`src/rtl/matchstick_panel_io.sv`:
```
// -----------------------------------------------------------------------------
// matchstick_panel_io
//
// Front-panel I/O for the matchstick game. It debounces the two active-low
// pushbuttons and raises a one-cycle strobe on each accepted press. On a
// button-1 press it captures the DIP-switch value into entered_num. It also
// scans a 4-digit multiplexed 7-segment display that shows the player turn
// and the remaining stick count in decimal.
//
// Optional feature (compile-time macro):
//   LEADING_ZERO_BLANK_EN - blank leading zeros of the stick count
//                           (digit2 when H==0, digit1 when H==0 && T==0).
//                           When undefined, all three count digits are shown.
//
// Parameters:
//   DEBOUNCE_CYCLES - cycles a synced level must stay stable (>=2)
//   REFRESH_CYCLES  - cycles each digit stays selected (>=1)
//
// Ports:
//   clk, rst                  clock, synchronous active-high reset
//   pushbutton1/pushbutton2   raw active-low buttons (asynchronous)
//   ds[3:0]                   DIP switches (move value)
//   turn[3:0]                 current player, shown as a hex glyph on digit3
//   sum[7:0]                  remaining sticks, shown as H,T,O on digits 2..0
//   correctness               0 -> digits 2..0 show a dash
//   pb1_db/pb2_db             debounced levels (1 = pressed)
//   pb1_pulse/pb2_pulse       one-cycle strobe on each accepted press
//   entered_num[3:0]          ds captured on the pb1 press
//   grounds[3:0]              digit enables, active-low, bit0 = rightmost
//   display[6:0]              segments {a..g}, active-low
// -----------------------------------------------------------------------------
module matchstick_panel_io #(
    parameter int DEBOUNCE_CYCLES = 500000,
    parameter int REFRESH_CYCLES  = 50000
) (
    input  logic       clk,
    input  logic       rst,
    input  logic       pushbutton1,
    input  logic       pushbutton2,
    input  logic [3:0] ds,
    input  logic [3:0] turn,
    input  logic [7:0] sum,
    input  logic       correctness,
    output logic       pb1_db,
    output logic       pb2_db,
    output logic       pb1_pulse,
    output logic       pb2_pulse,
    output logic [3:0] entered_num,
    output logic [3:0] grounds,
    output logic [6:0] display
);

    localparam int DB_W = $clog2(DEBOUNCE_CYCLES);
    localparam int RF_W = (REFRESH_CYCLES > 1) ? $clog2(REFRESH_CYCLES) : 1;
    localparam logic [DB_W-1:0] DB_MAX = DB_W'(DEBOUNCE_CYCLES - 1);
    localparam logic [RF_W-1:0] RF_MAX = RF_W'(REFRESH_CYCLES - 1);

    localparam logic [6:0] SEG_BLANK = 7'b1111111;
    localparam logic [6:0] SEG_DASH  = 7'b1111110;

    // ------------------------------------------------------------------
    // Debounce: one identical channel per button
    // ------------------------------------------------------------------
    logic [1:0] pressed_raw;
    logic [1:0] db_vec;
    logic [1:0] pulse_vec;
    logic [1:0] rise_vec;

    // Buttons are active-low; invert so that 1 means pressed.
    assign pressed_raw = {~pushbutton2, ~pushbutton1};

    generate
        for (genvar gi = 0; gi < 2; gi++) begin : g_btn
            logic            sync1_reg;
            logic            sync2_reg;
            logic            db_reg;
            logic            pulse_reg;
            logic [DB_W-1:0] cnt_reg;

            // The counter reaching its limit while the synced level is high
            // and the accepted level is low is exactly the 0->1 transition.
            assign rise_vec[gi] = sync2_reg & ~db_reg & (cnt_reg == DB_MAX);

            always_ff @(posedge clk) begin
                if (rst) begin
                    sync1_reg <= 1'b0;
                    sync2_reg <= 1'b0;
                    db_reg    <= 1'b0;
                    pulse_reg <= 1'b0;
                    cnt_reg   <= '0;
                end else begin
                    sync1_reg <= pressed_raw[gi];
                    sync2_reg <= sync1_reg;
                    pulse_reg <= rise_vec[gi];
                    if (sync2_reg == db_reg) begin
                        // Agreement (or a bounce back) discards any partial count.
                        cnt_reg <= '0;
                    end else if (cnt_reg == DB_MAX) begin
                        db_reg  <= sync2_reg;
                        cnt_reg <= '0;
                    end else begin
                        cnt_reg <= cnt_reg + 1'b1;
                    end
                end
            end

            assign db_vec[gi]    = db_reg;
            assign pulse_vec[gi] = pulse_reg;
        end
    endgenerate

    assign pb1_db    = db_vec[0];
    assign pb2_db    = db_vec[1];
    assign pb1_pulse = pulse_vec[0];
    assign pb2_pulse = pulse_vec[1];

    // Capture on the same edge that raises pb1_pulse.
    logic [3:0] entered_reg;

    always_ff @(posedge clk) begin
        if (rst) begin
            entered_reg <= 4'd0;
        end else if (rise_vec[0]) begin
            entered_reg <= ds;
        end
    end

    assign entered_num = entered_reg;

    // ------------------------------------------------------------------
    // Stick count to decimal digits
    // ------------------------------------------------------------------
    logic [3:0] hundreds;
    logic [3:0] tens;
    logic [3:0] ones;
    logic       blank_h;
    logic       blank_t;

    assign hundreds = 4'(sum / 8'd100);
    assign tens     = 4'((sum / 8'd10) % 8'd10);
    assign ones     = 4'(sum % 8'd10);

`ifdef LEADING_ZERO_BLANK_EN
    assign blank_h = (hundreds == 4'd0);
    assign blank_t = (hundreds == 4'd0) && (tens == 4'd0);
`else
    assign blank_h = 1'b0;
    assign blank_t = 1'b0;
`endif

    function automatic logic [6:0] glyph(input logic [3:0] value);
        logic [6:0] seg;
        case (value)
            4'h0:    seg = 7'b0000001;
            4'h1:    seg = 7'b1001111;
            4'h2:    seg = 7'b0010010;
            4'h3:    seg = 7'b0000110;
            4'h4:    seg = 7'b1001100;
            4'h5:    seg = 7'b0100100;
            4'h6:    seg = 7'b0100000;
            4'h7:    seg = 7'b0001111;
            4'h8:    seg = 7'b0000000;
            4'h9:    seg = 7'b0000100;
            4'hA:    seg = 7'b0001000;
            4'hB:    seg = 7'b1100000;
            4'hC:    seg = 7'b0110001;
            4'hD:    seg = 7'b1000010;
            4'hE:    seg = 7'b0110000;
            default: seg = 7'b0111000;
        endcase
        return seg;
    endfunction

    // ------------------------------------------------------------------
    // Display scan
    // ------------------------------------------------------------------
    logic [RF_W-1:0] refresh_reg;
    logic [1:0]      scan_idx_reg;
    logic [3:0]      grounds_reg;
    logic [6:0]      display_reg;
    logic [3:0]      grounds_next;
    logic [6:0]      display_next;

    assign grounds_next = ~(4'b0001 << scan_idx_reg);

    always_comb begin
        display_next = SEG_BLANK;
        case (scan_idx_reg)
            2'd0:    display_next = correctness ? glyph(ones) : SEG_DASH;
            2'd1:    display_next = !correctness ? SEG_DASH :
                                    (blank_t ? SEG_BLANK : glyph(tens));
            2'd2:    display_next = !correctness ? SEG_DASH :
                                    (blank_h ? SEG_BLANK : glyph(hundreds));
            default: display_next = glyph(turn);
        endcase
    end

    always_ff @(posedge clk) begin
        if (rst) begin
            refresh_reg  <= '0;
            scan_idx_reg <= 2'd0;
            grounds_reg  <= 4'b1111;
            display_reg  <= SEG_BLANK;
        end else begin
            grounds_reg <= grounds_next;
            display_reg <= display_next;
            if (refresh_reg == RF_MAX) begin
                refresh_reg  <= '0;
                scan_idx_reg <= scan_idx_reg + 2'd1;
            end else begin
                refresh_reg <= refresh_reg + 1'b1;
            end
        end
    end

    assign grounds = grounds_reg;
    assign display = display_reg;

endmodule

```
`config.mk`:
```
export PLATFORM = sky130hd
export DESIGN_NAME = matchstick_panel_io
export DESIGN_NICKNAME = d
export VERILOG_FILES = /design/src/rtl/matchstick_panel_io.sv
export SDC_FILE = /design/constraint.sdc
export NUM_CORES = 1
export LEC_CHECK = 0
export ABC_AREA = 1
export ABC_CLOCK_PERIOD_IN_PS = 8500
export CAP_MARGIN = 10
export CORE_UTILIZATION = 45
export DETAILED_ROUTE_END_ITERATION = 8
export PLACE_DENSITY = 0.65
export SLEW_MARGIN = 5
export SYNTH_ARGS = -nofsm -noshare
export SYNTH_HDL_FRONTEND = slang
export SYNTH_SLANG_ARGS = --single-unit
```
`constraint.sdc`:
```
create_clock -name clk -period 8.5 [get_ports clk]
set_clock_uncertainty 0.15 [all_clocks]
set_input_delay 2.125 -clock clk [delete_from_list [all_inputs] [get_ports clk]]
set_output_delay 2.125 -clock clk [all_outputs]
set_load 0.02 [all_outputs]
```
# Yosys cells after proc, flatten, opt, wreduce, memory -nomap -nowiden

Memories as Yosys holds them, arrays and structs flattened.
Cells that the tools add are included.

Memories kept: 4
Output and inout port bits: 19
Bits in latches: 0
Memory bits (writable): 0
Bits of input ports: 21
Bits in registers: 79
Memory bits (read-only): 448
Logic and storage cells: 56

Multiply operators: 0
Shift-type cells: 1
Eq/ne operators: 7
Divide/modulo/power cells: 4
Reductions and logical operators: 6
Order comparisons: 0
Mux-type cells: 4
Add/sub/neg operators: 4
Bitwise operators: 11

Memories:

| memory           | depth | bits a word | read ports | clocked after memory_dff | write ports | RTL line | source |
|---|---|---|---|---|---|---|---|
| (name not given) | 16    | 7           | 1          | 0                        | 0           | 153      | `case (value)` |
| (name not given) | 16    | 7           | 1          | 0                        | 0           | 153      |  |
| (name not given) | 16    | 7           | 1          | 0                        | 0           | 153      |  |
| (name not given) | 16    | 7           | 1          | 0                        | 0           | 153      |  |

Operator list:

| cell                    | count |
|---|---|
| $add A19 B1 Y19 const B | 2 |
| $eq A19 B19 Y1 const B  | 2 |
| $mux W7                 | 3 |
| $pmux W7 S3             | 1 |
| $add A16 B1 Y16 const B | 1 |
| $eq A16 B16 Y1 const B  | 1 |
| $mod A8 B4 Y8 const B   | 2 |
| $div A8 B4 Y8 const B   | 1 |
| $div A8 B7 Y8 const B   | 1 |
| $not A1 Y1              | 6 |
| $reduce_or A3 Y1        | 2 |
| $and A1 B1 Y1           | 4 |
| $not A4 Y4              | 1 |
| $reduce_and A2 Y1       | 2 |
| $shl A1 B2 Y4 const A   | 1 |
| $add A2 B1 Y2 const B   | 1 |
| $eq A1 B1 Y1            | 2 |
| $eq A2 B1 Y1 const B    | 1 |
| $eq A2 B2 Y1 const B    | 1 |
| $logic_not A2 Y1        | 1 |
| $reduce_or A2 Y1        | 1 |

# Logic depth before layout (Yosys ltp)

Gate-level depths: netlist (run 1).
An unclocked memory read counts as a cell.

Word-level depth: 5
Depth in mapped cells: 35
Depth with buffers taken out: 35

# Worst setup path after synthesis (run 1)

Ideal clock, no wire load.

Path type: input to register
Start: input port sum[6]
End: register display_reg[5], in the netlist display[5]
Data arrival time: 4.858 ns
Path slack: 3.377 ns
Stages on the path: 30
Data required time: 8.235 ns
Cell sequence: o21ai_2 nand2_1 o211ai_1 inv_2 a21oi_2 nand2_2 nand3_1 nand3_2 nand2_2 nand3_1 nand2_2 nand2_2 nand2_2 nand3_2 nand2_1 nand2_1 nand2_2 nand2_4 nand2_8 xor2_2 ha_1 inv_1 nand3_1 nand3_1 nand2_1 nand2_1 nand2_1 nand2_1 nand2_1 nand2_1

Longest elaborated chain between the ends: 5
Elaborated cells between the ends (all ways): 11
Classes of those cells: div: 4; mux: 4; memory: 3

RTL lines:

| element              | RTL line | source |
|---|---|---|
| start, declared      | 42       | `input logic [7:0] sum,` |
| $div A8 B4 Y8        | 140      | `assign tens = 4'((sum / 8'd10) % 8'd10);` |
| $mod A8 B4 Y8        | 140      |  |
| $mem_v2 Z16 W7       | --       |  |
| $mux W7              | 190      | `2'd1: display_next = !correctness ? SEG_DASH :` |
| $pmux W7 S3 (*)      | 188      | `case (scan_idx_reg)` |
| end signal, assigned | 206      | `display_reg <= display_next;` |
| end, declared        | 180      | `logic [6:0] display_reg;` |

Every way passes the cells marked *; elsewhere a longest branch is shown, timed or not.
A chain may end at the register's enable or synchronous reset.

# Worst setup path in the final report (run 1)

Start: input port sum[7]
End: register display_reg[3], in the netlist display[3]

The elaborated chain is that of the path after synthesis.

==> results of run 1 <==
## metal layers
layer,up-vias,part of all wire,track usage
met2,53,0.46,0.310
met5,-,0,0
met3,10,0.025,0.0356
met1,1941,0.51,0.237
li1,2360,-,-
met4,0,0.011,0.0595
## cells in the final DEF (no fill, tap or decap), types with 3 or more instances in the layout
cell / instances
sky130_fd_sc_hd__o21ai_0: 34
sky130_fd_sc_hd__nand4_1: 10
sky130_fd_sc_hd__a21oi_1: 47
sky130_fd_sc_hd__nor3_1: 22
sky130_fd_sc_hd__nand3_2: 4
sky130_fd_sc_hd__nor2_1: 76
sky130_fd_sc_hd__o31ai_1: 3
sky130_fd_sc_hd__nand2_4: 5
sky130_fd_sc_hd__nand2_1: 124
sky130_fd_sc_hd__o21ai_1: 4
sky130_fd_sc_hd__clkbuf_8: 9
sky130_fd_sc_hd__dfxtp_1: 79
sky130_fd_sc_hd__xor2_1: 9
sky130_fd_sc_hd__nand2_2: 19
sky130_fd_sc_hd__nor4_1: 10
sky130_fd_sc_hd__a211oi_1: 3
sky130_fd_sc_hd__ha_1: 32
sky130_fd_sc_hd__o211ai_1: 4
sky130_fd_sc_hd__or2_2: 5
sky130_fd_sc_hd__xnor2_1: 3
sky130_fd_sc_hd__nand3_1: 59
sky130_fd_sc_hd__inv_1: 108
sky130_fd_sc_hd__nor3b_1: 6
sky130_fd_sc_hd__inv_2: 7
sky130_fd_sc_hd__clkdlybuf4s50_1: 39
## stage by stage
| stage | power (mW) | cells | setup WS (ps) | util | hold slack, ps |
|---|---|---|---|---|---|
| CTS | 0.946 | 885 | 2730 | 0.535 | 244 |
| detailed placement | 0.672 | 870 | 2380 | 0.517 | 246 |
| floorplan | 0.607 | 705 | 3380 | - | 238 |
| global route | 0.996 | 885 | 2230 | 0.535 | 267 |
| global placement | 0.669 | 870 | 2420 | 0.517 | 253 |
| finish | 0.932 | 885 | 2730 | 0.535 | 241 |
## path summary, 6_finish.rpt
check                           slack [ps]                   end                start
worst max register to register        5980  g_btn[1].cnt_reg[16]  g_btn[1].cnt_reg[0]
worst min-delay path                   240    g_btn[0].sync2_reg   g_btn[0].sync1_reg
worst min register to register         240    g_btn[0].sync2_reg   g_btn[0].sync1_reg
worst max-delay path                  2730            display[3]               sum[7]
## layout make-up
type,count,area (sq um),share of cell area
repair buffers,39,390,0.0701
multi-input cells,500,2800,0.503
well taps,136,170,0.0306
flip-flops and latches,79,1580,0.284
inverters,116,435,0.0782
clock buffers,10,128,0.0229
clock inverters,5,60.1,0.0108
## power breakdown
part	leakage, nW	switching, mW	total [mW]	internal [mW]
logic	1.60	0.180	0.283	0.103
clock network	0.0923	0.135	0.270	0.135
registers	0.640	0.00267	0.380	0.377
## kinds of logic after synthesis
family                   synth area share
AO/OA/AOI/OAI                       0.131
buffers and inverters              0.0983
adder cells (fa/ha/maj)            0.0823
XOR/XNOR                           0.0283
AND/OR/NAND/NOR                     0.334
flip-flops                          0.325
## worst max-delay path, delay by kind of cell
family,cells,cell delay [ps]
AO/OA/AOI/OAI,2,370
XOR/XNOR,1,230
buffers and inverters,4,970
adder cells (fa/ha/maj),1,210
AND/OR/NAND/NOR,24,1920
==> impl.org, run 1 <==
** GRT
- Entering global routing, the biggest net connects 18 pins.
- In the global route stage, overall resource usage came out at 0.184.
- The initial antenna violation count was 0.
- The first global-routing pass estimated 17.2 mm of wire.
- The via count of the first global-routing pass is 4069.
- Remaining global-route overflow :: 0

** Worst setup path
- By startpoint and endpoint, the worst setup path is classified as in2reg.
- In this design, the stage delay of the slowest critical-path cell is 590 ps.
- Most frequent cell on the critical path :: sky130_fd_sc_hd__nand2_1
- Sort of element at the end of the critical path :: flip-flop
- Worst path arrival time :: about 5900 ps
- Required time of the critical path :: 8580 ps
- Of all nets on the critical path, the largest fanout is 6.
- The number of cells on the worst reg-to-reg path is 14.
- Startpoint Class :: primary input
- The slowest stage of the critical path belongs to the cell sky130_fd_sc_hd__clkdlybuf4s50_1.

** Drt
- In this run, the number of DRC markers left after iteration 0 of detailed routing was 133.
- Total vias in the final route :: ~4.4k
- The first detailed-routing pass took 4 iterations.
- DRC Markers :: 0
- After detailed routing, the total wire length is 9.85 mm.
- Per-cell routed wire length :: 11.1 um
- The detail route stage leaves a number of antenna-violating nets equal to 0.
- Vias per std cell :: 4.93

** Run
- Max-Cap Viols :: 0

** Layout
- Of the cells placed in the final design, the portion with a size suffix greater than 1 is 0.0868.
- Once layout is done, the placed cells without fillers occupy 5570 sq um.
- 0 antenna diodes ended up in the layout.
- The area growth from synthesis to layout is 14.5%.
- The layout has 1031 filler cells.
- Final #Nets :: 798
- The register with the most flip-flops in the layout has 38 of them.

** Power
- PD cells :: 167 nW/um^2
- Static leakage :: 2.33 nW
- Maximum vdd ir drop :: 0.000101 V

** Yosys
- Synthesized netlist net count :: ~760
- Total of warnings raised by yosys :: 0
- After technology mapping, the gate count stands at 705.
- A synthesized cell averages approximately 6.9 sq um.
- Ranked by total cell area, the synthesized netlist is headed by sky130_fd_sc_hd__dfxtp_1, sky130_fd_sc_hd__nand2_1, sky130_fd_sc_hd__inv_1.
- By instance count, the leading cell after synthesis is sky130_fd_sc_hd__nand2_1.
- Dominant synthesized flop cell :: sky130_fd_sc_hd__dfxtp_1
- Post-synthesis async set-or-reset flop share :: 0
- Cell area after technology mapping :: 4860 sq um
- Top cells by count, synth :: sky130_fd_sc_hd__nand2_1, sky130_fd_sc_hd__inv_1, sky130_fd_sc_hd__dfxtp_1
- Number of flops mapped to enable cells by yosys :: 0
- In this run, distinct cell masters in the synthesized netlist total 41.
- Fraction of the yosys area taken by sequential cells :: 0.325
- Number of flip-flops and latches in the synthesized netlist :: slightly below 80
- Dominant cell type by area after synthesis :: sky130_fd_sc_hd__dfxtp_1
- Top cell type's share of synthesized area :: 0.325

** Floorplan
- Number of placement rows :: 37
- For this configuration, the core starts out at a cell density of 0.467.
- Die W :: 106 um
- The die covers 11200 sq um.
- The total area inside the core boundary comes to roughly 10000 sq um.
- The die is between 100 and 150 um tall.
- # IOs :: 40

** Clock tree
- Post-cts resize count :: 0
- Total CTS buffers :: 9
- At the later pin of the worst-skew pair, clock insertion delay measures between 300 and 400 ps.
- Root buffer cell :: sky130_fd_sc_hd__clkbuf_8
- CTS tree :: done
- Clock-pin slew was measured on the worst setup and hold paths at 90 ps.
- Maximum number of buffers from clock root to sink :: 2
- For this design, the sink count on the clock tree is 79.
- Hold bufs inserted after CTS :: 0
- Once the clock tree was built, the setup fixing pass inserted 0 buffers.
- CTS HTree Levels :: 3

** Place
- Total placed instance area :: 5380 sq um
- The count of buffers added on input and output ports is 39.
- Detailed placement finished with a half-perimeter wire length of approximately 7.6 mm.
- The congestion estimate from routability-driven global placement came to 0.874.

** STA
- Headroom to the max-slew limit :: 0.437
- RSZ-0062 raised after global routing :: false
- The number of failing hold endpoints at the final stage was 0.
- Tightest Pin Transition :: 838 ps
- Final number of setup-violating endpoints :: 0
- Maximum clock frequency :: ~0.17 GHz
- Of the available clock period, the critical path in the final layout requires 0.679.
- The number of max-slew violations in the final report is 0.
- Final critical delay including setup and external delays :: 5770 ps
- Accumulated negative setup slack :: 0 ps

** Worst hold path
- Tightest Hold Check Type :: reg2reg
- Number of cells on the worst hold path :: 2

** Run status
- The run finished with clean final reports.
No activity file was read; power rests on OpenSTA's default activity.
==> run 2: changes to the inputs <==
--- a/config.mk
+++ b/config.mk
@@ -6,7 +6,7 @@
 export NUM_CORES = 1
 export LEC_CHECK = 0
 export ABC_AREA = 1
-export ABC_CLOCK_PERIOD_IN_PS = 8500
+export ABC_CLOCK_PERIOD_IN_PS = 6000
 export CAP_MARGIN = 10
 export CORE_UTILIZATION = 45
 export DETAILED_ROUTE_END_ITERATION = 8
==> constraint.sdc (replaced) <==
create_clock -name clk -period 6 [get_ports clk]
set_clock_uncertainty 0.15 [all_clocks]
set_input_delay 1.5 -clock clk [delete_from_list [all_inputs] [get_ports clk]]
set_output_delay 1.5 -clock clk [all_outputs]
set_load 0.02 [all_outputs]
==> run 2 against run 1 <==
Net effect: combinational power up 42%; die area stayed put; non-clock buffer count did not move; total power is 51% higher; flip-flop and latch count is the same; first-iteration DRC count rose by 4.5%; clock power rose by 74%; sequential power rose by 42%; count of clock-buffer cells in the layout rose by 1; largest cell class unchanged; critical endpoint unchanged; hold slack improved by 3.9 ps.
==> impl.org, run 2 (synthesized netlist as in run 1, its figures left out) <==
** Worst setup path
- The buffer and inverter count on the worst path was 3 (-1).
- Worst path arrival time :: 5230 ps (-620 ps)
- The worst setup path is of the in2reg kind.
- The path depth of the worst reg2reg path was 8 (-6).
- The worst register-to-register path ends at g_btn[0].cnt_reg[12].
- The most numerous cell type found on the critical path is sky130_fd_sc_hd__nand2_1.
- In this run the critical register-to-register path is launched from g_btn[0].cnt_reg[0].
- The data required time at the worst endpoint is 6090 ps (-2490 ps).
- Startpoint Class :: primary input
- The cell family contributing the most delay on the critical path is simple AND/OR/NAND/NOR gates.
- The largest fanout of any net on the critical path came to 6 (unchanged).
- Sort of element at the end of the critical path :: flip-flop
- Slowest stage cell, crit path :: sky130_fd_sc_hd__clkdlybuf4s50_1
- The largest stage delay on the critical path is 590 ps (about the same).
- Setup slack on the worst flop-to-flop path :: 3500 ps (-2480 ps)

** Layout
- The filler cell count in the final layout came to 1034 (+0.29%).
- Share of final-layout standard cells stronger than drive strength 1 :: 0.0867 (-0.000116)
- The number of diodes came to 0 (unchanged).
- Largest register FFs :: 38 (unchanged)
- Leaving out fill and tap cells, the most frequent cells in the layout are sky130_fd_sc_hd__nand2_1, sky130_fd_sc_hd__inv_1, sky130_fd_sc_hd__dfxtp_1, sky130_fd_sc_hd__nor2_1, sky130_fd_sc_hd__nand3_1.
- Area growth, synth to finish :: 15.5%
- Leaving out fill and tap cells, the most frequent cell in the layout is sky130_fd_sc_hd__nand2_1.
- The net count reported at finish is 798 (unchanged).
- Final core utilization :: 0.539 (+0.00480)

** Worst hold path
- The worst hold path belongs to the class reg2reg.
- Endpoint of the worst hold-timing path :: g_btn[0].sync2_reg
- Number of cells on the worst hold path :: 2 (unchanged)
- In this run the most critical hold path is launched from g_btn[0].sync1_reg.

** Clock tree
- TritonCTS built the clock tree.
- The cell sitting at the root of the clock tree is a sky130_fd_sc_hd__clkbuf_8.
- The clock-pin transition on the worst setup and hold timing paths is 80 ps (about the same).
- Post-cts resize count :: 0 (unchanged)
- Total setup buffers inserted after CTS :: 0 (unchanged)
- The buffer levels on the longest clock path is 2 (unchanged).
- The number of buffers created by CTS came to 9 (unchanged).
- The quantity of hold-fixing buffers added after cts was 0 (unchanged).
- The clock latency at the later pin of the worst-skew pair was 350 ps (about the same).
- CTS HTree Levels :: 3 (unchanged)
- The TritonCTS sink count is 79 (unchanged).

** Drt
- The detailed router used layers up to and including met4.
- TritonRoute pass-1 iters :: 5 (+1)
- Wire length on met2 :: 4.75 mm (+6.0%)
- The routed via count divided by cell count was 5.01 (+1.6%).
- Number of antenna-violating nets in the routed design :: 0 (unchanged)
- The detailed-routing wirelength on met1 came to 4.95 mm (-1.3%).
- The remaining design rule violation count is 0 (unchanged).
- Final WL :: 10.1 mm (+2.5%)
- The detailed-route wire length per cell came to 11.4 um (+2.3%).
- Total vias in the final route :: 4441 (+1.8%)
- DRC violation total after the first TritonRoute iteration :: 139 (+4.5%)
- Routed length on met3 :: 289 um (+18%)

** Floorplan
- # IOs :: 40 (unchanged)
- The initial core utilization is 0.467 (unchanged).
- Die outline height :: 106 um (unchanged)
- Die W :: 106 um (unchanged)
- The standard-cell row count came to 37 (unchanged).
- The placeable core region is 10400 sq um (unchanged).
- The area of the die was 11200 sq um (unchanged).

** STA
- The final hold slack is 245 ps (+3.94 ps).
- Maximum clock frequency :: 0.194 GHz
- The final setup TNS was 0 ps (unchanged).
- The remaining max-slew budget at the tightest pin was 0.422 (-0.0150).
- Number of endpoints with negative hold slack in the final report :: 0 (unchanged)
- The actual transition at the worst max-transition pin is 861 ps (+22.3 ps).
- Counting I/O delays and the setup requirement, the final critical path takes 5140 ps.
- RSZ-0062 raised after global routing :: false
- Dividing the final minimum period by the clock period gives 0.857.
- The number of max-slew violations in the final report came to 0 (unchanged).
- The setup-violating endpoint count in the final report was 0 (unchanged).

** Place
- The placer's final routability congestion estimate came to 0.874 (unchanged).
- The number of input and output port buffers inserted is 39 (unchanged).
- The post-detailed-placement half-perimeter wirelength was 7.72 mm (+0.98%).

** Run status
- Result of the run :: completed

** GRT
- The initial antenna violation count came to 0 (unchanged).
- The total global routing track utilization was 0.190 (+0.00578).
- The largest net degree at the start of global routing came to 18 (unchanged).
- Via count of the first global-routing pass :: 4197 (+3.1%)
- First-pass GRT wire length :: 17.8 mm (+3.5%)
- Remaining global-route overflow :: 0 (unchanged)

** Power
- Maximum vdd ir drop :: 0.000154 V (+52%)
- Static leakage :: 2.35 nW (+0.92%)
- The power per unit of standard cell area was 251 nW/um^2 (+50%).

** Run
- The max-capacitance violation count is 0 (unchanged).
==> run 2: routing by layer <==
layer / up-vias / global-route usage
li1: 2363 / -
met5: - / 0
met3: 13 / 0.0435
met2: 58 / 0.329
met1: 2007 / 0.236
met4: 0 / 0.0526
==> run 2: cell type report <==
cell class / instances / area, sq um / share of cell area
repair buffers: 39 / 390 / 0.0695
clock inverters: 5 / 106 / 0.0189
well taps: 136 / 170 / 0.0303
flip-flops and latches: 79 / 1580 / 0.282
inverters: 116 / 435 / 0.0775
multi-input cells: 500 / 2800 / 0.499
clock buffers: 11 / 131 / 0.0234
==> run 2: worst max path at each step <==
| stage | start | endpoint | slack (ps) | depth (start not counted) |
|---|---|---|---|---|
| 2_1_floorplan | sum[6] | display[5] | 1500 | 30 |
| 3_3_place_gp | sum[7] | display[1] | 550 | 32 |
| 3_5_place_dp | sum[7] | display[1] | 490 | 32 |
| 4_1_cts | sum[7] | display[1] | 850 | 32 |
| 5_1_grt | sum[6] | display[3] | 390 | 31 |
| 6_report | sum[7] | display[3] | 860 | 32 |
==> run 2: metrics by stage <==
| stage | area, sq um | cells | setup WS, ps | power, mW |
|---|---|---|---|---|
| 6_report | 5620 | 886 | 857 | 1.41 |
| 5_1_grt | 5620 | 886 | 387 | 1.50 |
| 4_1_cts | 5620 | 886 | 847 | 1.42 |
| 3_5_place_dp | 5380 | 870 | 492 | 0.953 |
| 3_3_place_gp | 5380 | 870 | 550 | 0.948 |
| 2_1_floorplan | 4860 | 705 | 1500 | 0.859 |
==> run 2: where the power goes <==
| group | switching (mW) | internal [mW] |
|---|---|---|
| logic | 0.256 | 0.146 |
| clock network | 0.192 | 0.277 |
| registers | 0.00375 | 0.534 |
| total | 0.453 | 0.958 |
==> run 2: worst reg2reg max path, delay by kind of cell (launching register included) <==
family,cells,cell delay [ps]
adder cells (fa/ha/maj),1,210
buffers and inverters,2,540
flip-flops,1,340
AND/OR/NAND/NOR,5,1200
